$ cat config.mk
export PLATFORM = sky130hd
export DESIGN_NAME = zigzag_block_sequencer
export DESIGN_NICKNAME = d
export VERILOG_FILES = /design/src/rtl/zigzag_ctrl_pkg.sv /design/src/rtl/zz_frame_counter.sv /design/src/rtl/zigzag_block_sequencer.sv
export SDC_FILE = /design/constraint.sdc
export NUM_CORES = 1
export LEC_CHECK = 0
export ABC_CLOCK_PERIOD_IN_PS = 2600
export CAP_MARGIN = 20
export CORE_MARGIN = 1.5
export CORE_UTILIZATION = 55
export CTS_CLUSTER_SIZE = 20
export DETAILED_ROUTE_END_ITERATION = 8
export DONT_BUFFER_PORTS = 1
export PLACE_DENSITY_LB_ADDON = 0.15
export SLEW_MARGIN = 20
export SYNTH_ARGS = -nofsm -noshare
export SYNTH_HDL_FRONTEND = slang
export SYNTH_SLANG_ARGS = --single-unit
$ cat constraint.sdc
create_clock -name clock -period 2.6 [get_ports clock]
set_clock_uncertainty 0.05 [all_clocks]
set_input_delay 0.13 -clock clock [delete_from_list [all_inputs] [get_ports clock]]
set_output_delay 0.13 -clock clock [all_outputs]
set_load 0.02 [all_outputs]
$ cat src/rtl/zigzag_ctrl_pkg.sv
// Shared types and constants for the zigzag block sequencer.
package zigzag_ctrl_pkg;

    typedef enum logic [1:0] {
        IDLE = 2'd0,
        ZZ   = 2'd1,
        HOLD = 2'd2
    } zz_state_t;

    localparam int ZZ_LATENCY_DEFAULT = 1;
    localparam int BLK_PIXELS         = 64;
    localparam int PIX_W              = 8;
    localparam int ZZ_BUS_W           = 512;

    // Widest latency counter needed for the supported 1..15 latency range.
    localparam int LAT_W = 4;

endpackage

$ cat src/rtl/zz_frame_counter.sv
// Per-frame block counter with frame_done pulse; optional stall counter under ZZ_STALL_CNT_EN.
module zz_frame_counter
    import zigzag_ctrl_pkg::*;
#(
    parameter int CNT_W = 16
) (
    input  logic             clock,
    input  logic             reset_n,
    input  logic             deliver,
    input  logic             out_valid,
    input  logic             out_ready,
    input  logic [CNT_W-1:0] frame_blocks,
    output logic [CNT_W-1:0] blk_count,
    output logic             frame_done
`ifdef ZZ_STALL_CNT_EN
    ,
    output logic [CNT_W-1:0] stall_cycles
`endif
);

    logic last_blk;

    // frame_blocks == 0 means no frame boundary: count simply wraps.
    assign last_blk = (frame_blocks != '0) && (blk_count == frame_blocks - CNT_W'(1));

    always_ff @(posedge clock or negedge reset_n) begin
        if (!reset_n) begin
            blk_count  <= '0;
            frame_done <= 1'b0;
        end else if (deliver) begin
            blk_count  <= last_blk ? '0 : blk_count + CNT_W'(1);
            frame_done <= last_blk;
        end else begin
            frame_done <= 1'b0;
        end
    end

`ifdef ZZ_STALL_CNT_EN
    // frame_done cycle still shows the final count; cleared on the following edge.
    always_ff @(posedge clock or negedge reset_n) begin
        if (!reset_n) begin
            stall_cycles <= '0;
        end else if (frame_done) begin
            stall_cycles <= '0;
        end else if (out_valid && !out_ready && (stall_cycles != '1)) begin
            stall_cycles <= stall_cycles + CNT_W'(1);
        end
    end
`else
    logic unused_stall_inputs;
    assign unused_stall_inputs = out_valid ^ out_ready;
`endif

endmodule

$ cat src/rtl/zigzag_block_sequencer.sv
// Load / reorder / hold sequencer for the 64x8-bit zigzag buffer.
// Optional stall counter port enabled by defining ZZ_STALL_CNT_EN.
module zigzag_block_sequencer
    import zigzag_ctrl_pkg::*;
#(
    parameter int ZZ_LATENCY = ZZ_LATENCY_DEFAULT,
    parameter int CNT_W      = 16
) (
    input  logic             clock,
    input  logic             reset_n,
    input  logic             blk_valid,
    output logic             blk_ready,
    output logic             load_en,
    output logic             zz_en,
    output logic             out_valid,
    input  logic             out_ready,
    input  logic [CNT_W-1:0] frame_blocks,
    output logic [CNT_W-1:0] blk_count,
    output logic             frame_done,
    output logic             busy
`ifdef ZZ_STALL_CNT_EN
    ,
    output logic [CNT_W-1:0] stall_cycles
`endif
);

    localparam logic [LAT_W-1:0] LAT_LOAD = LAT_W'(ZZ_LATENCY - 1);

    zz_state_t        state_q, state_d;
    logic [LAT_W-1:0] lat_q, lat_d;
    logic             deliver;

    always_ff @(posedge clock or negedge reset_n) begin
        if (!reset_n) begin
            state_q <= IDLE;
            lat_q   <= '0;
        end else begin
            state_q <= state_d;
            lat_q   <= lat_d;
        end
    end

    always_comb begin
        state_d   = state_q;
        lat_d     = lat_q;
        blk_ready = 1'b0;
        zz_en     = 1'b0;
        out_valid = 1'b0;
        busy      = 1'b1;
        case (state_q)
            IDLE: begin
                blk_ready = 1'b1;
                busy      = 1'b0;
                if (blk_valid) begin
                    state_d = ZZ;
                    lat_d   = LAT_LOAD;
                end
            end
            ZZ: begin
                zz_en = 1'b1;
                if (lat_q == '0) begin
                    state_d = HOLD;
                end else begin
                    lat_d = lat_q - LAT_W'(1);
                end
            end
            HOLD: begin
                out_valid = 1'b1;
                blk_ready = out_ready;
                // Delivery and the next accept share one edge, so no IDLE bubble.
                if (out_ready) begin
                    if (blk_valid) begin
                        state_d = ZZ;
                        lat_d   = LAT_LOAD;
                    end else begin
                        state_d = IDLE;
                    end
                end
            end
            default: begin
                state_d = IDLE;
                lat_d   = '0;
            end
        endcase
    end

    assign load_en = blk_valid & blk_ready;
    assign deliver = out_valid & out_ready;

    zz_frame_counter #(
        .CNT_W(CNT_W)
    ) u_frame_counter (
        .clock       (clock),
        .reset_n     (reset_n),
        .deliver     (deliver),
        .out_valid   (out_valid),
        .out_ready   (out_ready),
        .frame_blocks(frame_blocks),
        .blk_count   (blk_count),
        .frame_done  (frame_done)
`ifdef ZZ_STALL_CNT_EN
        ,
        .stall_cycles(stall_cycles)
`endif
    );

endmodule

==> results.cfg, run 1 <==
[clock_network]
cts_resized = 0
clk_latency_ns = 0.31
cts_buffers = 3
clock-root-buffer = clkbuf_4
tritoncts = built
cts_sinks = 23
htreeDepth = 1
cts_buffer_depth = 2
clk_pin_slew_worst_paths_ns = 0.12

[synth]
ys_seq_area_frac = 0.328
synth_top_area_cell = dfrtp_1
synth_top_flop_cell = dfrtp_1
synth_area_leaders = dfrtp_1, xor2_1, xnor2_1
async_flop_share = 1.00
synth_common_cells = dfrtp_1, nor2_1, xor2_1
synth-edff-count = 0
synth_top_area_frac = 0.328
yosysUniqueCellTypes = 50
synth_seq_cells = 23
netlist_area_sq_mm = 0.00176
synth_cells = 192
synth_nets = 217
ys_warn_count = 0
synth.most_common_cell = dfrtp_1
syn_area_per_cell_sq_um = 9.14

[power_and_ir_drop]
pwr-share-clk = 0.151
p_sw_frac = 0.422
ir_worst_vdd_uv = 497
p_leak_uw = 0.000775
p_sw_uw = 467
combPwrFrac = 0.394
internal_power_uw = 641
seqPwrFrac = 0.455
pwr_density_cell_mw_per_mm2 = 585

[timing]
slew_viol_final = 0
fmax_ghz = 0.431
fin_tns_setup_ns = 0
hold_ws_ns = 0.0884
rsz0062_at_grt = no
timing.final.crit_share = 0.893
worst_slew_pin_slew_ns = 0.607
hold_viol = 0
setup_viol = 0
relSlewSlack = 0.595
post-route-min-period_ns = 2.32

[grt]
grt-ovfl-total = 0
grt_pass1_wl_um = 6680
antenna_found_initial = 0
track_usage = 0.246
grt_max_degree = 24
grt_pass1_vias = 1493

[worst_setup_path]
worstReg2RegStart = u_frame_counter.blk_count[2]$_DFFE_PN0P_
critical_path.cell_chain = or4bb_1 -> a211oi_1 -> nand4_1 -> a2111oi_4 -> o2111ai_2 -> nor2_4 -> buf_12 -> nor2_1
crit_type = flip-flop to flip-flop
crit_required_ns = 2.76
ff2ff_path_depth = 8
critPathCaptureType = flip-flop
arrival_ns = 2.48
crit_fanout = 14
slowest_delay_ns = 0.40
crit_path_top_delay_cell = or4bb_1
start_kind = flip-flop
rrSetupSlack_ns = 0.28
r2r-end = u_frame_counter.blk_count[6]$_DFFE_PN0P_

[floorplanning]
core_sq_mm = 0.00305
die_area_sq_mm = 0.00354
fp.dieH_um = 59.5
io_pins = 42
initial_core_util = 0.575
die_x_um = 59.5
rows = 20

[detailed_routing]
ant_nets = 0
routed_wl_um = 4020
vias = 1460
drt_iter0_drc = 124
wl_per_cell_um = 16.3
viasPerCell = 5.91
drc = 0
firstDrtPassIters = 4

[run]
drv_cap = 0

[layout]
syn2layout_area_growth_pct = 7.91
fillCellCount = 292
nets = 229
diodes = 0
multi_input_area_sq_mm = 0.00112
drive_above_1_share = 0.167
seq_area_sq_um = 576

[status]
status = completed

[place]
gp_congestion = 0.859
io_buffer_count = 0
hpwl_um = 3150

[worst_hold_path]
worstHoldEndpoint = lat_q[2]$_DFFE_PN0P_
hold_depth = 3
worstHoldStart = blk_valid
hold_class = primary input to flip-flop
## how the worst max path moves through the flow
stage                                        startpoint                                  endpoint  slack [ns]  depth (start not counted)
2_1_floorplan  u_frame_counter.blk_count[2]$_DFFE_PN0P_  u_frame_counter.blk_count[3]$_DFFE_PN0P_        0.11                          9
3_3_place_gp                            frame_blocks[0]  u_frame_counter.blk_count[5]$_DFFE_PN0P_        0.18                         10
3_5_place_dp                            frame_blocks[0]  u_frame_counter.blk_count[8]$_DFFE_PN0P_        0.09                         10
4_1_cts        u_frame_counter.blk_count[2]$_DFFE_PN0P_  u_frame_counter.blk_count[6]$_DFFE_PN0P_        0.26                          8
5_1_grt        u_frame_counter.blk_count[2]$_DFFE_PN0P_  u_frame_counter.blk_count[5]$_DFFE_PN0P_        0.12                          8
6_report       u_frame_counter.blk_count[2]$_DFFE_PN0P_  u_frame_counter.blk_count[6]$_DFFE_PN0P_        0.28                          8
## metal layers
metal | global-route usage | share of wire | up-vias
met1 | 0.334 | 0.44 | 704
met2 | 0.386 | 0.48 | 48
met5 | 0 | 0 | -
li1 | - | - | 700
met3 | 0.0393 | 0.056 | 8
met4 | 0.111 | 0.020 | 0
## cell families (layout without fill, tap and decap cells)
| kind of cell | count (synthesis) | count (layout) | synth area share |
|---|---|---|---|
| buffers and inverters | 10 | 21 | 0.0363 |
| adders and majority gates | 5 | 5 | 0.0356 |
| xor gates and xnor gates | 31 | 31 | 0.155 |
| and+or+nand+nor | 97 | 97 | 0.318 |
| AOI/OAI and AO/OA | 26 | 26 | 0.128 |
| DFF | 23 | 23 | 0.328 |
## cell type report
cell class / count / share of cell area
Clock inverter: 1 / 0.00264
Multi-Input combinational cell: 159 / 0.589
Clock buffer: 3 / 0.0119
Timing Repair Buffer: 11 / 0.0515
Sequential cell: 23 / 0.304
Inverter: 6 / 0.0119
Tap cell: 44 / 0.0291
## stage by stage
stage / utilization / instance area (sq um) / std cells / worst slack, ns / power (uW)
after CTS: 0.619 / 1890 / 246 / 0.261 / 1110
after global placement: 0.603 / 1840 / 240 / 0.182 / 898
after detailed placement: 0.603 / 1840 / 240 / 0.0928 / 930
after global routing: 0.620 / 1890 / 247 / 0.116 / 1190
after floorplan: - / 1760 / 192 / 0.114 / 830
final: 0.620 / 1890 / 247 / 0.278 / 1110
## timing repair
action / CTS / global route
setup endpoints to repair: 0 / 0
endpoints found under the hold margin: 25 / 23
setup buffers: 0 / 0
hold buffers: 2 / 1
## cells in the final DEF (no fill, tap or decap), types with 2 or more instances in the layout
| master | count |
|---|---|
| and3_1 | 2 |
| buf_4 | 7 |
| clkbuf_4 | 3 |
| or3_2 | 2 |
| nand3_1 | 7 |
| nand3b_1 | 3 |
| nor3_1 | 2 |
| inv_1 | 6 |
| nor2_1 | 22 |
| nor2_2 | 9 |
| nand4_1 | 5 |
| xor2_1 | 20 |
| nand2_1 | 16 |
| dfrtp_1 | 23 |
| and4_1 | 3 |
| nor2b_1 | 4 |
| or4_1 | 4 |
| o21ai_0 | 8 |
| nand2b_1 | 4 |
| a21oi_1 | 3 |
| ha_1 | 5 |
| nor4_1 | 3 |
| dlygate4sd3_1 | 2 |
| xnor2_1 | 11 |
## critical path, delay by kind of cell, from the launching register on
kind                   cells  cell delay [ns]
AO/OA/AOI/OAI              3             0.84
buffers and inverters      1             0.16
flip-flops                 1             0.37
AND/OR/NAND/NOR            4             0.80
## registers in the layout, summed over array words and instances (netlist names)
name / cells
state_q: 2
u_frame_counter.frame_done: 1
u_frame_counter.blk_count: 16
lat_q: 4
## power by group through the flow
stage / sequential (uW) / combinational, uW / clock [uW]
2_1_floorplan: 503 / 328 / 0
3_3_place_gp: 503 / 395 / 0
3_5_place_dp: 509 / 421 / 0
4_1_cts: 501 / 435 / 173
5_1_grt: 513 / 488 / 186
6_report: 504 / 437 / 167
No activity file was read; power rests on OpenSTA's default activity.
==> run 2: changes to the inputs <==
REMOVE_ABC_BUFFERS = 1   (was unset)
==> run 2 against run 1 <==
  * Die area is the same
  * Largest power group unchanged
  * Largest cell class unchanged
  * Setup slack lost 0.0077 ns
  * Critical path depth unchanged
  * Final cell count is 1.2% higher
  * Core utilization rose by 0.74 points
  * Highest routed layer unchanged
  * Non-clock buffer count rose by 3
  * Design area rose by 1.2%
==> results.cfg, run 2 (synthesis results as in run 1) <==
[worst_setup_path]
critPathCaptureType = flip-flop
startpoint = u_frame_counter.blk_count[2]$_DFFE_PN0P_
start_kind = flip-flop
crit_required_ns = 2.76
worstReg2RegStart = u_frame_counter.blk_count[2]$_DFFE_PN0P_
critical_path.cell_chain = or4bb_1 -> a211oi_1 -> nand4_1 -> a2111oi_4 -> o2111ai_2 -> nor2_4 -> buf_12 -> nor2_1
rrSetupSlack_ns = 0.27
arrival_ns = 2.48
r2r-end = u_frame_counter.blk_count[5]$_DFFE_PN0P_
slowest_delay_ns = 0.39
crit_path_top_delay_cell = or4bb_1
ff2ff_path_depth = 8
crit_fanout = 14
critPathCapture = u_frame_counter.blk_count[5]$_DFFE_PN0P_
crit_type = flip-flop to flip-flop

[layout]
diodes = 0
largest-register = u_frame_counter.blk_count
stdcell_count = 250
final_cell_mix = dfrtp_1, nor2_1, xor2_1
syn2layout_area_growth_pct = 9.19
drive_above_1_share = 0.180
stdcell_area_sq_mm = 0.00192
top_regs = u_frame_counter.blk_count (16), lat_q (4), state_q (2)
largest_reg_flops = 16
layout_commonest_cell = dfrtp_1
nets = 232

[floorplanning]
fp.dieH_um = 59.5
initial_core_util = 0.575
die_area_sq_mm = 0.00354
io_pins = 42
die_x_um = 59.5
rows = 20
core_sq_mm = 0.00305

[grt]
grt-ovfl-total = 0
track_usage = 0.227
antenna_found_initial = 0
grt_pass1_wl_um = 6070
grt_pass1_vias = 1390
grt_max_degree = 24

[clock_network]
post-cts-setup-buffers = 0
clk_pin_slew_worst_paths_ns = 0.13
cts_sinks = 23
tritoncts = built
clk_latency_ns = 0.30
htreeDepth = 1
cts_buffers = 3
cts_buffer_depth = 2
clock-root-buffer = clkbuf_4

[detailed_routing]
drc = 0
firstDrtPassIters = 4
vias = 1438
viasPerCell = 5.75
drt_iter0_drc = 79
ant_nets = 0
wl_per_cell_um = 15.8
routed_wl_um = 3960

[status]
status = completed

[place]
dp.cells = 243
placed_cell_area_sq_mm = 0.00186
hpwl_um = 3210
io_buffer_count = 0
gp_congestion = 1.05

[timing]
post-route-min-period_ns = 2.33
hold_ws_ns = 0.0536
setup_viol = 0
rsz0062_at_grt = no
worst_slew_pin_slew_ns = 0.512
hold_viol = 0
fmax_ghz = 0.429
slew_viol_final = 0
fin_tns_setup_ns = 0
relSlewSlack = 0.655
timing.final.crit_share = 0.896

[power_and_ir_drop]
pwr_density_cell_mw_per_mm2 = 570
p_leak_uw = 0.000791
ir_worst_vdd_uv = 582

[worst_hold_path]
hold_class = primary input to flip-flop

[run]
drv_cap = 0
run 2: worst min path at each step:
| stage | cells past startpoint | from | endpoint |
|---|---|---|---|
| global placement | 0 | reset_n | u_frame_counter.blk_count[15]$_DFFE_PN0P_ |
| detailed placement | 0 | reset_n | u_frame_counter.blk_count[15]$_DFFE_PN0P_ |
| finish | 3 | blk_valid | lat_q[2]$_DFFE_PN0P_ |
| CTS | 3 | blk_valid | lat_q[3]$_DFFE_PN0P_ |
| floorplan | 0 | reset_n | lat_q[0]$_DFFE_PN0P_ |
| global route | 3 | blk_valid | lat_q[3]$_DFFE_PN0P_ |
run 2: timing repair:
action,in CTS,in global routing
gates resized for setup,0,0
hold buffers,2,1
endpoints found under the setup margin,0,0
endpoints found under the hold margin,25,23
run 2: where the power goes:
group / switching [uW] / total, uW / internal, uW
combinational: 253 / 429 / 177
sequential: 83.9 / 500 / 416
clock: 105 / 163 / 57.3
run 2: area by class of cell:
cell class | count | area [sq um]
multi-input combinational | 159 | 1120
clock inverter | 1 | 5.00
inverter | 6 | 22.5
tap | 44 | 55.1
sequential | 23 | 576
fill | 299 | 1140
timing repair buffer | 14 | 120
clock buffer | 3 | 22.5
run 2: metal layers:
layer / vias to the layer above / part of all wire / GRT usage
met4: 0 / 0.021 / 0.0825
met1: 672 / 0.41 / 0.279
met5: - / 0 / 0
met3: 8 / 0.069 / 0.0415
li1: 711 / - / -
met2: 47 / 0.50 / 0.394
run 2: stage by stage:
stage	setup slack, ns	total power [uW]	utilization
finish	0.271	1090	0.628
global route	0.0955	1170	0.628
CTS	0.239	1100	0.626
detailed placement	0.00669	930	0.611
global placement	0.161	912	0.611
floorplan	0.126	829	-
run 2: worst max-delay path: cells and delay by family (launching register included):
kind | cells | cell delay [ns]
AND/OR/NAND/NOR | 4 | 0.80
buffers and inverters | 1 | 0.16
flip-flops | 1 | 0.36
AO/OA/AOI/OAI | 3 | 0.86
==> run 3: changes to the inputs <==
CORE_MARGIN = 3   (was 1.5)
RECOVER_POWER = 100   (was unset)
==> run 3 against run 2 <==
  * Largest power group unchanged
  * Largest cell class unchanged
  * Total power down 1.3%
  * Setup slack worse by 0.022 ns
  * Clock-buffer cell count unchanged
  * Non-clock buffer count down 1
  * Sequential cell count unchanged
  * Critical path depth unchanged
  * Core utilization up 1.4 points
  * Sequential share of layout area up 0.91 points
  * Wire length down 0.18%
  * Hold slack better by 0.0031 ns
  * Die area up 10%
==> results.cfg, run 3 (synthesis results as in run 1) <==
[timing]
timing.final.crit_share = 0.904
fin_tns_setup_ns = 0
post-route-min-period_ns = 2.35
relSlewSlack = 0.203
setup_slack_ns = 0.249
worst_slew_pin_slew_ns = 1.20
fmax_ghz = 0.425
setup_viol = 0
hold_viol = 0
slew_viol_final = 0
rsz0062_at_grt = no

[detailed_routing]
wl_met3_um = 228
wl_per_cell_um = 16.0
drc = 0
ant_nets = 0
wl_met2_um = 2030
viasPerCell = 5.93
drt-met1-wl_um = 1570
drt_iter0_drc = 130
firstDrtPassIters = 5
routed_wl_um = 3960
vias = 1464
top_layer = met4

[grt]
grt_pass1_wl_um = 6670
grt_pass1_vias = 1526
antenna_found_initial = 0
track_usage = 0.209
grt-ovfl-total = 0
grt_max_degree = 24

[floorplanning]
core_sq_mm = 0.00290
die_area_sq_mm = 0.00391
initial_core_util = 0.605
rows = 19
io_pins = 42
fp.dieH_um = 62.5
die_x_um = 62.5

[layout]
largest-register = u_frame_counter.blk_count
layout_commonest_cell = nor2_1
syn2layout_area_growth_pct = 5.99
drive_above_1_share = 0.102
fin_util = 0.642
diodes = 0
multi_input_area_sq_mm = 0.00110
largest_reg_flops = 16
stdcell_count = 247
final_cell_mix = nor2_1, dfrtp_1, xor2_1
top_regs = u_frame_counter.blk_count (16), lat_q (4), state_q (2)
nets = 231
fillCellCount = 264
seq_area_sq_um = 576

[worst_hold_path]
worstHoldEndpoint = lat_q[3]$_DFFE_PN0P_
hold_class = primary input to flip-flop
worstHoldStart = blk_valid
hold_depth = 3

[clock_network]
clk_pin_slew_worst_paths_ns = 0.13
cts_buffer_depth = 2
post-cts-setup-buffers = 0
clock-root-buffer = clkbuf_4
clk_latency_ns = 0.31
cts_resized = 0
cts_sinks = 23
cts_buffers = 3
tritoncts = built
htreeDepth = 1

[place]
hpwl_um = 3160
gp_congestion = 0.940
dpl_worst_slack_ns = 0.0962
dp.cells = 240
io_buffer_count = 0

[worst_setup_path]
ff2ff_path_depth = 8
start_kind = flip-flop
crit_required_ns = 2.76
arrival_ns = 2.51
crit_type = flip-flop to flip-flop
startpoint = u_frame_counter.blk_count[2]$_DFFE_PN0P_
crit_fanout = 14
critPathCaptureType = flip-flop
r2r-end = u_frame_counter.blk_count[3]$_DFFE_PN0P_
worstReg2RegStart = u_frame_counter.blk_count[2]$_DFFE_PN0P_
rrSetupSlack_ns = 0.25

[power_and_ir_drop]
p_leak_uw = 0.000752
power_uw = 1080
ir_worst_vdd_uv = 496
pwr_density_cell_mw_per_mm2 = 579

[status]
status = completed

[run]
drv_cap = 0
[run 3: per-stage QoR]
stage,instance area (sq um),hold slack [ns]
floorplan,1710,-0.216
global placement,1850,-0.215
detailed placement,1850,-0.215
CTS,1900,0.0452
global route,1860,0.0682
finish,1860,0.0567
[run 3: what timing repair did]
action	in CTS	in global routing
setup endpoints to repair	0	0
hold buffers	2	1
endpoints found under the hold margin	25	23
[run 3: layout make-up]
class                           count  share of cell area
Inverter                            6              0.0121
Sequential cell                    23               0.309
Clock inverter                      1             0.00269
Multi-Input combinational cell    159               0.592
Tap cell                           42              0.0282
Timing Repair Buffer               13              0.0437
Clock buffer                        3              0.0121
[run 3: worst max path at each step]
stage / endpoint / slack, ns
after CTS: u_frame_counter.blk_count[5]$_DFFE_PN0P_ / 0.28
after global placement: u_frame_counter.blk_count[5]$_DFFE_PN0P_ / 0.19
after detailed placement: u_frame_counter.blk_count[5]$_DFFE_PN0P_ / 0.1
after global routing: u_frame_counter.blk_count[14]$_DFFE_PN0P_ / 0.15
final: u_frame_counter.blk_count[3]$_DFFE_PN0P_ / 0.25
after floorplan: u_frame_counter.blk_count[5]$_DFFE_PN0P_ / 0.13
[run 3: worst max-delay path: stages (launching register included)]
cell and delay (ns):
dfrtp_1 0.36, or4bb_1 0.39, a211oi_1 0.25, nand4_1 0.20
a2111oi_4 0.38, o2111ai_2 0.25, nor2_4 0.16, buf_12 0.15
nor2_1 0.05
[run 3: per-layer routing]
layer  global-route usage  up-vias
met5                    0        -
li1                     -      709
met2                0.372       54
met3               0.0414       16
met1                0.234      685
met4                0.107        0
[run 3: power by group]
group	switching, uW	total (uW)	internal [uW]
registers	82.7	499	416
clock network	106	163	57.4
logic	257	416	159
